--- config.mk ---
export PLATFORM = sky130hd
export DESIGN_NAME = fb_pixel_writer
export DESIGN_NICKNAME = d
export VERILOG_FILES = /design/src/rtl/fb_pixel_writer.sv
export SDC_FILE = /design/constraint.sdc
export NUM_CORES = 1
export LEC_CHECK = 0
export ABC_CLOCK_PERIOD_IN_PS = 3930
export BUFFER_PORTS_ARGS = -buffer_cell sky130_fd_sc_hd__buf_4
export CAP_MARGIN = 15
export CORE_MARGIN = 5
export CORE_UTILIZATION = 45
export DETAILED_ROUTE_END_ITERATION = 6
export PLACE_DENSITY = 0.64
export SETUP_SLACK_MARGIN = 0.02
export SYNTH_ARGS = -nofsm -noshare
export SYNTH_HDL_FRONTEND = slang
export SYNTH_SLANG_ARGS = --single-unit
--- constraint.sdc ---
create_clock -name clock -period 3.93 [get_ports clock]
set_clock_uncertainty 0.2 [all_clocks]
set_input_delay 0.1965 -clock clock [delete_from_list [all_inputs] [get_ports clock]]
set_output_delay 0.1965 -clock clock [all_outputs]
set_load 0.02 [all_outputs]
--- src/rtl/fb_pixel_writer.sv ---
// fb_pixel_writer
//   Consumer end of the drawer pixel-plot interface. Plotted pixels are captured into a small
//   FIFO as {linear address, colour} and drained into the frame-buffer write port on granted
//   cycles. Also performs a full-screen clear and reports when a finished frame is committed.
// Ports
//   clock, reset          : system clock (rising edge), asynchronous active-low reset
//   x_counter, y_counter  : pixel coordinates from the drawer
//   colour, plot          : pixel colour and valid (no backpressure)
//   iDone                 : drawer frame-done level
//   iClear, clear_colour  : single-cycle clear request and its fill colour
//   fb_grant              : arbiter grants the RAM write port this cycle
//   fb_address/data/wren  : registered RAM write port
//   busy                  : clearing or FIFO non-empty
//   frame_written         : one-cycle pulse once a finished frame is fully committed
//   overflow, oob_count   : sticky drop flag and saturating out-of-range drop count
module fb_pixel_writer #(
  parameter int unsigned X_SCREEN_PIXELS = 160,
  parameter int unsigned Y_SCREEN_PIXELS = 120,
  parameter int unsigned FIFO_DEPTH      = 8
) (
  input  logic        clock,
  input  logic        reset,
  input  logic [7:0]  x_counter,
  input  logic [6:0]  y_counter,
  input  logic [2:0]  colour,
  input  logic        plot,
  input  logic        iDone,
  input  logic        iClear,
  input  logic [2:0]  clear_colour,
  input  logic        fb_grant,
  output logic [14:0] fb_address,
  output logic [2:0]  fb_data,
  output logic        fb_wren,
  output logic        busy,
  output logic        frame_written,
  output logic        overflow,
  output logic [7:0]  oob_count
);

  localparam int unsigned PtrW = $clog2(FIFO_DEPTH);
  localparam logic [7:0]  XLimit   = 8'(X_SCREEN_PIXELS);
  localparam logic [6:0]  YLimit   = 7'(Y_SCREEN_PIXELS);
  localparam logic [14:0] LastAddr = 15'(X_SCREEN_PIXELS * Y_SCREEN_PIXELS - 1);
  localparam logic [PtrW:0]   CntFull = (PtrW + 1)'(FIFO_DEPTH);
  localparam logic [PtrW:0]   CntOne  = (PtrW + 1)'(1);
  localparam logic [PtrW-1:0] PtrOne  = PtrW'(1);

  typedef enum logic [1:0] {StIdle, StWrite, StClear} state_e;

  state_e          state_q, state_d;
  logic [17:0]     mem_q [FIFO_DEPTH];
  logic [PtrW-1:0] wr_ptr_q, wr_ptr_d, rd_ptr_q, rd_ptr_d;
  logic [PtrW:0]   count_q, count_d;
  logic [14:0]     clr_addr_q, clr_addr_d;
  logic [2:0]      clr_colour_q, clr_colour_d;
  logic [14:0]     fb_address_q, fb_address_d;
  logic [2:0]      fb_data_q, fb_data_d;
  logic            fb_wren_q, fb_wren_d;
  logic            frame_written_q, frame_written_d;
  logic            overflow_q, overflow_d;
  logic [7:0]      oob_count_q, oob_count_d;
  logic            pending_q, pending_d;
  logic            done_q;

  logic        in_range, full, push, pop, fire;
  logic [14:0] pix_addr;
  logic [17:0] head;

  // y*160 + x as shifts; the address fits 15 bits for every in-range pixel.
  assign pix_addr = 15'({y_counter, 7'b0}) + 15'({y_counter, 5'b0}) + 15'(x_counter);
  assign in_range = (x_counter < XLimit) && (y_counter < YLimit);
  assign full     = (count_q == CntFull);
  assign head     = mem_q[rd_ptr_q];
  assign pop      = (state_q == StWrite) && fb_grant && (count_q != '0);
  // A full FIFO still accepts a pixel when an entry leaves on the same edge.
  assign push     = plot && in_range && (!full || pop);
  // Last write is already on the port once the FIFO reads empty.
  assign fire     = pending_q && (state_q != StClear) && (count_q == '0) && !push && !iClear;

  always_comb begin
    wr_ptr_d        = push ? wr_ptr_q + PtrOne : wr_ptr_q;
    rd_ptr_d        = pop ? rd_ptr_q + PtrOne : rd_ptr_q;
    count_d         = count_q;
    if (push && !pop) count_d = count_q + CntOne;
    if (pop && !push) count_d = count_q - CntOne;

    overflow_d      = overflow_q | (plot && in_range && !push);
    oob_count_d     = oob_count_q;
    if (plot && !in_range && (oob_count_q != 8'hFF)) oob_count_d = oob_count_q + 8'd1;

    pending_d       = (iDone && !done_q) || (pending_q && !fire);
    frame_written_d = fire;

    state_d         = state_q;
    clr_addr_d      = clr_addr_q;
    clr_colour_d    = clr_colour_q;
    fb_wren_d       = 1'b0;
    fb_address_d    = fb_address_q;
    fb_data_d       = fb_data_q;

    unique case (state_q)
      StIdle: begin
        if (push) state_d = StWrite;
      end
      StWrite: begin
        if (pop) begin
          fb_wren_d    = 1'b1;
          fb_address_d = head[17:3];
          fb_data_d    = head[2:0];
        end
        if (count_d == '0) state_d = StIdle;
      end
      StClear: begin
        if (fb_grant) begin
          fb_wren_d    = 1'b1;
          fb_address_d = clr_addr_q;
          fb_data_d    = clr_colour_q;
          if (clr_addr_q == LastAddr) begin
            state_d = (count_d != '0) ? StWrite : StIdle;
          end else begin
            clr_addr_d = clr_addr_q + 15'd1;
          end
        end
      end
      default: state_d = StIdle;
    endcase

    // A clear request (re)starts the sweep from address 0 in any state.
    if (iClear) begin
      state_d      = StClear;
      clr_addr_d   = '0;
      clr_colour_d = clear_colour;
      overflow_d   = 1'b0;
      oob_count_d  = '0;
    end
  end

  // FIFO storage needs no reset; occupancy is tracked by the pointers.
  always_ff @(posedge clock) begin
    if (push) mem_q[wr_ptr_q] <= {pix_addr, colour};
  end

  always_ff @(posedge clock or negedge reset) begin
    if (!reset) begin
      state_q         <= StIdle;
      wr_ptr_q        <= '0;
      rd_ptr_q        <= '0;
      count_q         <= '0;
      clr_addr_q      <= '0;
      clr_colour_q    <= '0;
      fb_address_q    <= '0;
      fb_data_q       <= '0;
      fb_wren_q       <= 1'b0;
      frame_written_q <= 1'b0;
      overflow_q      <= 1'b0;
      oob_count_q     <= '0;
      pending_q       <= 1'b0;
      done_q          <= 1'b0;
    end else begin
      state_q         <= state_d;
      wr_ptr_q        <= wr_ptr_d;
      rd_ptr_q        <= rd_ptr_d;
      count_q         <= count_d;
      clr_addr_q      <= clr_addr_d;
      clr_colour_q    <= clr_colour_d;
      fb_address_q    <= fb_address_d;
      fb_data_q       <= fb_data_d;
      fb_wren_q       <= fb_wren_d;
      frame_written_q <= frame_written_d;
      overflow_q      <= overflow_d;
      oob_count_q     <= oob_count_d;
      pending_q       <= pending_d;
      done_q          <= iDone;
    end
  end

  assign fb_address    = fb_address_q;
  assign fb_data       = fb_data_q;
  assign fb_wren       = fb_wren_q;
  assign busy          = (state_q == StClear) || (count_q != '0);
  assign frame_written = frame_written_q;
  assign overflow      = overflow_q;
  assign oob_count     = oob_count_q;

endmodule

# After elaboration in Yosys (flattened, before gate mapping)

Memory sizes are Yosys's and may differ from the RTL's.
Index checks and enable logic that the tools add are counted.

Flip-flop bits (word level): 61
Logic and storage cells: 104
Memories: 1
RAM bits: 144

Bitwise logic cells: 1
Magnitude comparators: 2
Equal/unequal tests: 13
$add $sub $neg: 8
Mux-type cells: 27
Reduce and logical (&&, ||, !) cells: 38

Memories:

| memory | depth | width | read ports | clocked after memory_dff | write ports | RTL line | RTL |
|---|---|---|---|---|---|---|---|
| mem_q  | 8     | 18    | 1          | 0                        | 1           | 51       | `logic [17:0] mem_q [FIFO_DEPTH];` |

Operator list:

| cell                                                             | number |
|---|---|
| 15-bit 2-to-1 mux                                                | 6 |
| 15-bit one-hot mux with 2 select lines                           | 1 |
| 1-bit logical AND                                                | 16 |
| 8-bit 2-to-1 mux                                                 | 2 |
| 14-bit by 12-bit adder with 15-bit output                        | 1 |
| 15-bit by 1-bit adder with 15-bit output (second input constant) | 1 |
| 15-bit by 8-bit adder with 15-bit output                         | 1 |
| 15-bit == test (second input constant)                           | 1 |
| 2-bit 2-to-1 mux                                                 | 5 |
| 3-bit != test (second input constant)                            | 3 |
| 8-bit by 1-bit adder with 8-bit output (second input constant)   | 1 |
| 4-bit logical NOT                                                | 2 |
| 8-bit less-than comparator (second input constant)               | 1 |
| 4-bit 2-to-1 mux                                                 | 2 |
| 2-bit != test (second input constant)                            | 4 |
| 8-bit != test (second input constant)                            | 1 |
| 2-bit nonzero test                                               | 4 |
| 4-bit nonzero test                                               | 2 |
| 1-bit logical NOT                                                | 7 |
| 7-bit less-than comparator (second input constant)               | 1 |
| 3-bit by 1-bit adder with 3-bit output (second input constant)   | 2 |
| 1-bit 2-to-1 mux                                                 | 6 |
| 3-bit 2-to-1 mux                                                 | 2 |
| 2-bit one-hot mux with 3 select lines                            | 1 |
| 13 further kinds                                                 | 16 |

# Depth between registers and ports, before layout

Word-level depth: 14
Depth in mapped cells: 10
Gate-level depth less buffers: 9

# Least setup slack after synthesis

OpenSTA, ideal clock, no wires.

Path type: flip-flop to flip-flop
Start: register count_q[0]
End: memory mem_q[0][0], enable pin
Cell stages (with the launch flop): 8
Setup slack: 0.289 ns
Buffers on the path: 1
Setup time: 0.439 ns
Required time: 3.291 ns
Data arrival time: 3.002 ns
Cells stage by stage: dfrtp_1 -> clkbuf_1 -> inv_1 -> ha_1 -> nor2b_1 -> nand3_1 -> nand2_1 -> nor4_1

Word-level cells in the longest chain between the ends: 6

RTL lines:

| item                                                   | RTL line | RTL |
|---|---|---|
| from (decl)                                            | 53       | `logic [PtrW:0] count_q, count_d;` |
| from (signal assigned)                                 | 163      | `count_q <= count_d;` |
| 4-bit == test or 4-bit nonzero test (tied branches)    | 72, 74   |  |
| 1-bit logical NOT or 1-bit logical AND (tied branches) | 76, 74   |  |
| 1-bit logical OR *                                     | 76       | `assign push = plot && in_range && (!full \|\| pop);` |
| 1-bit logical AND *                                    | 76       |  |
| 1-bit 2-to-1 mux *                                     | 140      | `if (push) mem_q[wr_ptr_q] <= {pix_addr, colour};` |
| 1-bit 2-to-1 mux (not written as such) *               | 140      |  |
| to (decl)                                              | 51       |  |

Mark *: on every way between the ends. The rest lies on a longest branch, timed or not.

# Final worst setup path

Start: register state_q[1]
End: memory mem_q[7][5], enable pin

Word-level cells in the longest chain between the ends: 7

RTL lines:

| item                                     | RTL line | RTL |
|---|---|---|
| from (decl)                              | 50       | `state_e state_q, state_d;` |
| from (signal assigned)                   | 145      | `state_q <= StIdle;` |
| from (signal assigned)                   | 160      | `state_q <= state_d;` |
| 2-bit by 1-bit == test with 1-bit output | 74       | `assign pop = (state_q == StWrite) && fb_grant && (count_q != '0);` |
| 1-bit logical AND (2 in series)          | 74       |  |
| 1-bit logical OR                         | 76       |  |
| 1-bit logical AND                        | 76       |  |
| 1-bit 2-to-1 mux                         | 140      |  |
| 1-bit 2-to-1 mux (not written as such)   | 140      |  |

Every way passes these cells.

==> reports/results.ini <==
[synth]
ys_seq_elements=205
synth_mux_area_share_pct=14.03
synth_cell_types=48
synth-async-reset-ratio_pct=29.76
synth_compound_area_share_pct=4.128
synthSimpleGateAreaFrac_pct=7.093
synth_cells=557
synth_top_family_by_area=multiplexers
synthAdderAreaFrac_pct=3.575
ys.flop_type=edfxtp_1
synth_edf_count=144
avgSynthCellArea_sq_um=15.83
synth-xor-area-share_pct=3.376
ys_seq_area_share_pct=66.34
synth_warnings=0
postSynthNetCount=608
synthesis.area_sq_um=8820

[critical_path]
slowest_stage=nor2_1
critPathKind=reg -> reg
cp.buffers_inverters=2
crit_arrival_ns=2.93
cp-start-kind=register
cp_max_fo=18
crit_path_cell_trace=inv_1, ha_1, nand2_1, and3_1, nor2_1, nand2_1, nor2_1, buf_4
worstSetupEndpointType=register
crit_family=simple AND/OR/NAND/NOR gates
worstPathRequired_ns=3.89
critical-path-max-stage-delay_ns=0.43

[floorplanning]
core_sq_um=19400
die_width_um=150.0
num_rows=51
ios=57
start_util_pct=45.47
fp.dieH_um=150.0
dieArea_sq_um=22500

[cts]
tritoncts=yes
htree_levels=1
cts_buffers=23
clk_path_buf_depth=3
clkSlewWorstSetupHoldPaths_ns=0.06
cts_root_buf=clkbuf_16
cts.repair.resized=0
insertion_delay_ns=0.50
cts_sinks=205

[power]
p_comb_share_pct=26.1
p_seq_share_pct=42.8
p_int_uw=4750
p_clk_share_pct=31.1
vdd_drop_max_mv=0.2733
power.leakage_uw=0.003919
powerDensity_nw_per_um2=639.6
power_uw=6738
swShare_pct=29.51
p_switching_uw=1988

[drt]
firstDrtPassIters=5
vias=5015
drt_iter0_markers=377
wl_per_cell_um=19.70
vias_per_cell=5.398
antenna_left=0
drc_errors=0
drt-total-wl_mm=18.30

[global_route]
first_global_vias=5439
grt_use_total_pct=16.90
grt_max_degree=62
grt_overflow=0
antenna_found_initial=0
grt_pass1_wl_mm=29.47

[placement]
dp_slack_ns=1.007
dp_hpwl_mm=11.85
port_buffers=56
gp_congestion=0.8590

[finish]
nets=698
seq_area_sq_um=5852
area_growth_pct=19.45
multiInputGateArea_sq_um=2870
n_fill_cell=1581
drive_above_1_share_pct=26.05
diodes=0

[sta]
setup_viol=0
fmax_mhz=337.2
fin_crit_sh_pct=75.47
tightestPinTransition_ns=1.021
grt_setup_unrepaired=false
finalMaxSlewViolations=0
hold_slack_ns=0.06310
setup_tns_ns=0
hold_viol=0
setup_slack_ns=0.9640
slew_headroom_pct=31.94
finalCriticalPeriod_ns=2.966

[hold_path]
hold_path.class=in -> reg

[status]
status=complete, no violations

[job]
drv_cap=0

cells by family after synthesis:
group	after synthesis
muxes	76
adders and majority gates	24
and+or+nand+nor	129
xor gates and xnor gates	34
DFF	205
AOI/OAI and AO/OA	56
buffers and inverters	33
path summary, 6_finish.rpt:
check / endpoint / depth (start not counted) / slack, ns / start
worst min-delay path: mem_q[1][8] / 2 / 0.06 / x_counter[5]
min in group asynchronous: clr_colour_q[2] / 2 / 0.12 / reset
max in group asynchronous: rd_ptr_q[0] / 2 / 2.86 / reset
worst min register to register: pending_q / 1 / 0.25 / done_q
worst max register to register: mem_q[7][5] / 8 / 0.96 / state_q[1]
worst max-delay path: mem_q[7][5] / 8 / 0.96 / state_q[1]
area by class of cell:
type / count / share of cell area (%)
Clock buffer: 26 / 5.570
Inverter: 12 / 0.4276
Timing Repair Buffer: 86 / 6.532
Tap cell: 265 / 3.147
Clock inverter: 16 / 1.532
Multi-Input combinational cell: 319 / 27.24
Sequential cell: 205 / 55.55
per-stage QoR:
stage	instances	instance area (sq um)	util, %
floorplan	557	8820	-
global placement	870	9617	49.57
detailed placement	870	9617	49.57
CTS	929	10540	54.31
global route	929	10540	54.31
finish	929	10540	54.31
registers in the layout, indices dropped and copies added, names as in the netlist:
signal,count
clr_colour_q,3
wr_ptr_q,3
done_q,1
state_q,2
frame_written,1
overflow,1
fb_data,3
clr_addr_q,15
mem_q,144
pending_q,1
fb_address,15
fb_wren,1
rd_ptr_q,3
oob_count,8
count_q,4
power groups by stage:
| stage | combinational, uW | sequential (uW) | clock, uW |
|---|---|---|---|
| 2_1_floorplan | 1150 | 2930 | 0 |
| 6_report | 1760 | 2880 | 2090 |
| 3_5_place_dp | 1770 | 2920 | 0 |
| 5_1_grt | 1920 | 2920 | 2240 |
| 4_1_cts | 1780 | 2890 | 2140 |
| 3_3_place_gp | 1730 | 2910 | 0 |
Yosys cell counts, types with 8 or more instances:
cell	number	share of area, %
a21oi_1	10	0.57
and3_1	9	0.64
clkbuf_1	16	0.68
dfrtp_1	61	17
edfxtp_1	144	49
ha_1	22	3.1
inv_1	12	0.51
mux2_2	21	2.7
mux2i_1	19	2.2
mux4_2	36	9.2
nand2_1	45	1.9
nand3_1	8	0.45
nor2_1	32	1.4
o21ai_0	21	1.2
xnor2_1	15	1.5
xor2_1	19	1.9
placed cells by master (no fill, tap or decap), types with 3 or more instances in the layout:
cell type | synthesis | routed
a21oi_1 | 10 | 10
clkinv_2 | 0 | 4
nand2_1 | 45 | 45
nor3_2 | 0 | 4
xnor2_1 | 15 | 15
nand3_1 | 8 | 8
mux2i_1 | 19 | 19
nor2_1 | 32 | 32
nor3_1 | 7 | 3
nor4_1 | 6 | 5
edfxtp_1 | 144 | 144
a31oi_1 | 3 | 3
bufinv_16 | 0 | 3
clkbuf_1 | 16 | 3
nand4_1 | 7 | 7
inv_1 | 12 | 12
buf_4 | 0 | 69
mux4_2 | 36 | 36
o21ai_0 | 21 | 21
dfrtp_1 | 61 | 60
nand2b_1 | 4 | 4
xor2_1 | 19 | 19
clkbuf_16 | 0 | 23
mux2_2 | 21 | 21
clkinv_1 | 0 | 5
dlygate4sd3_1 | 0 | 17
and3_1 | 9 | 9
ha_1 | 22 | 22
and2_1 | 3 | 3
what timing repair did:
item                                   4_1_cts  5_1_grt
endpoints found under the hold margin      169        0
hold buffers                                17        0
setup buffers                                0        0
routing by layer:
| metal | track usage [%] | part of all wire [%] | vias up |
|---|---|---|---|
| met5 | 0 | 0 | - |
| met4 | 4.895 | 2.2 | 0 |
| met3 | 2.665 | 4.6 | 36 |
| met2 | 28.93 | 49 | 124 |
| met1 | 22.47 | 44 | 2550 |
| li1 | - | - | 2305 |
(Power assumes the default switching activity.)
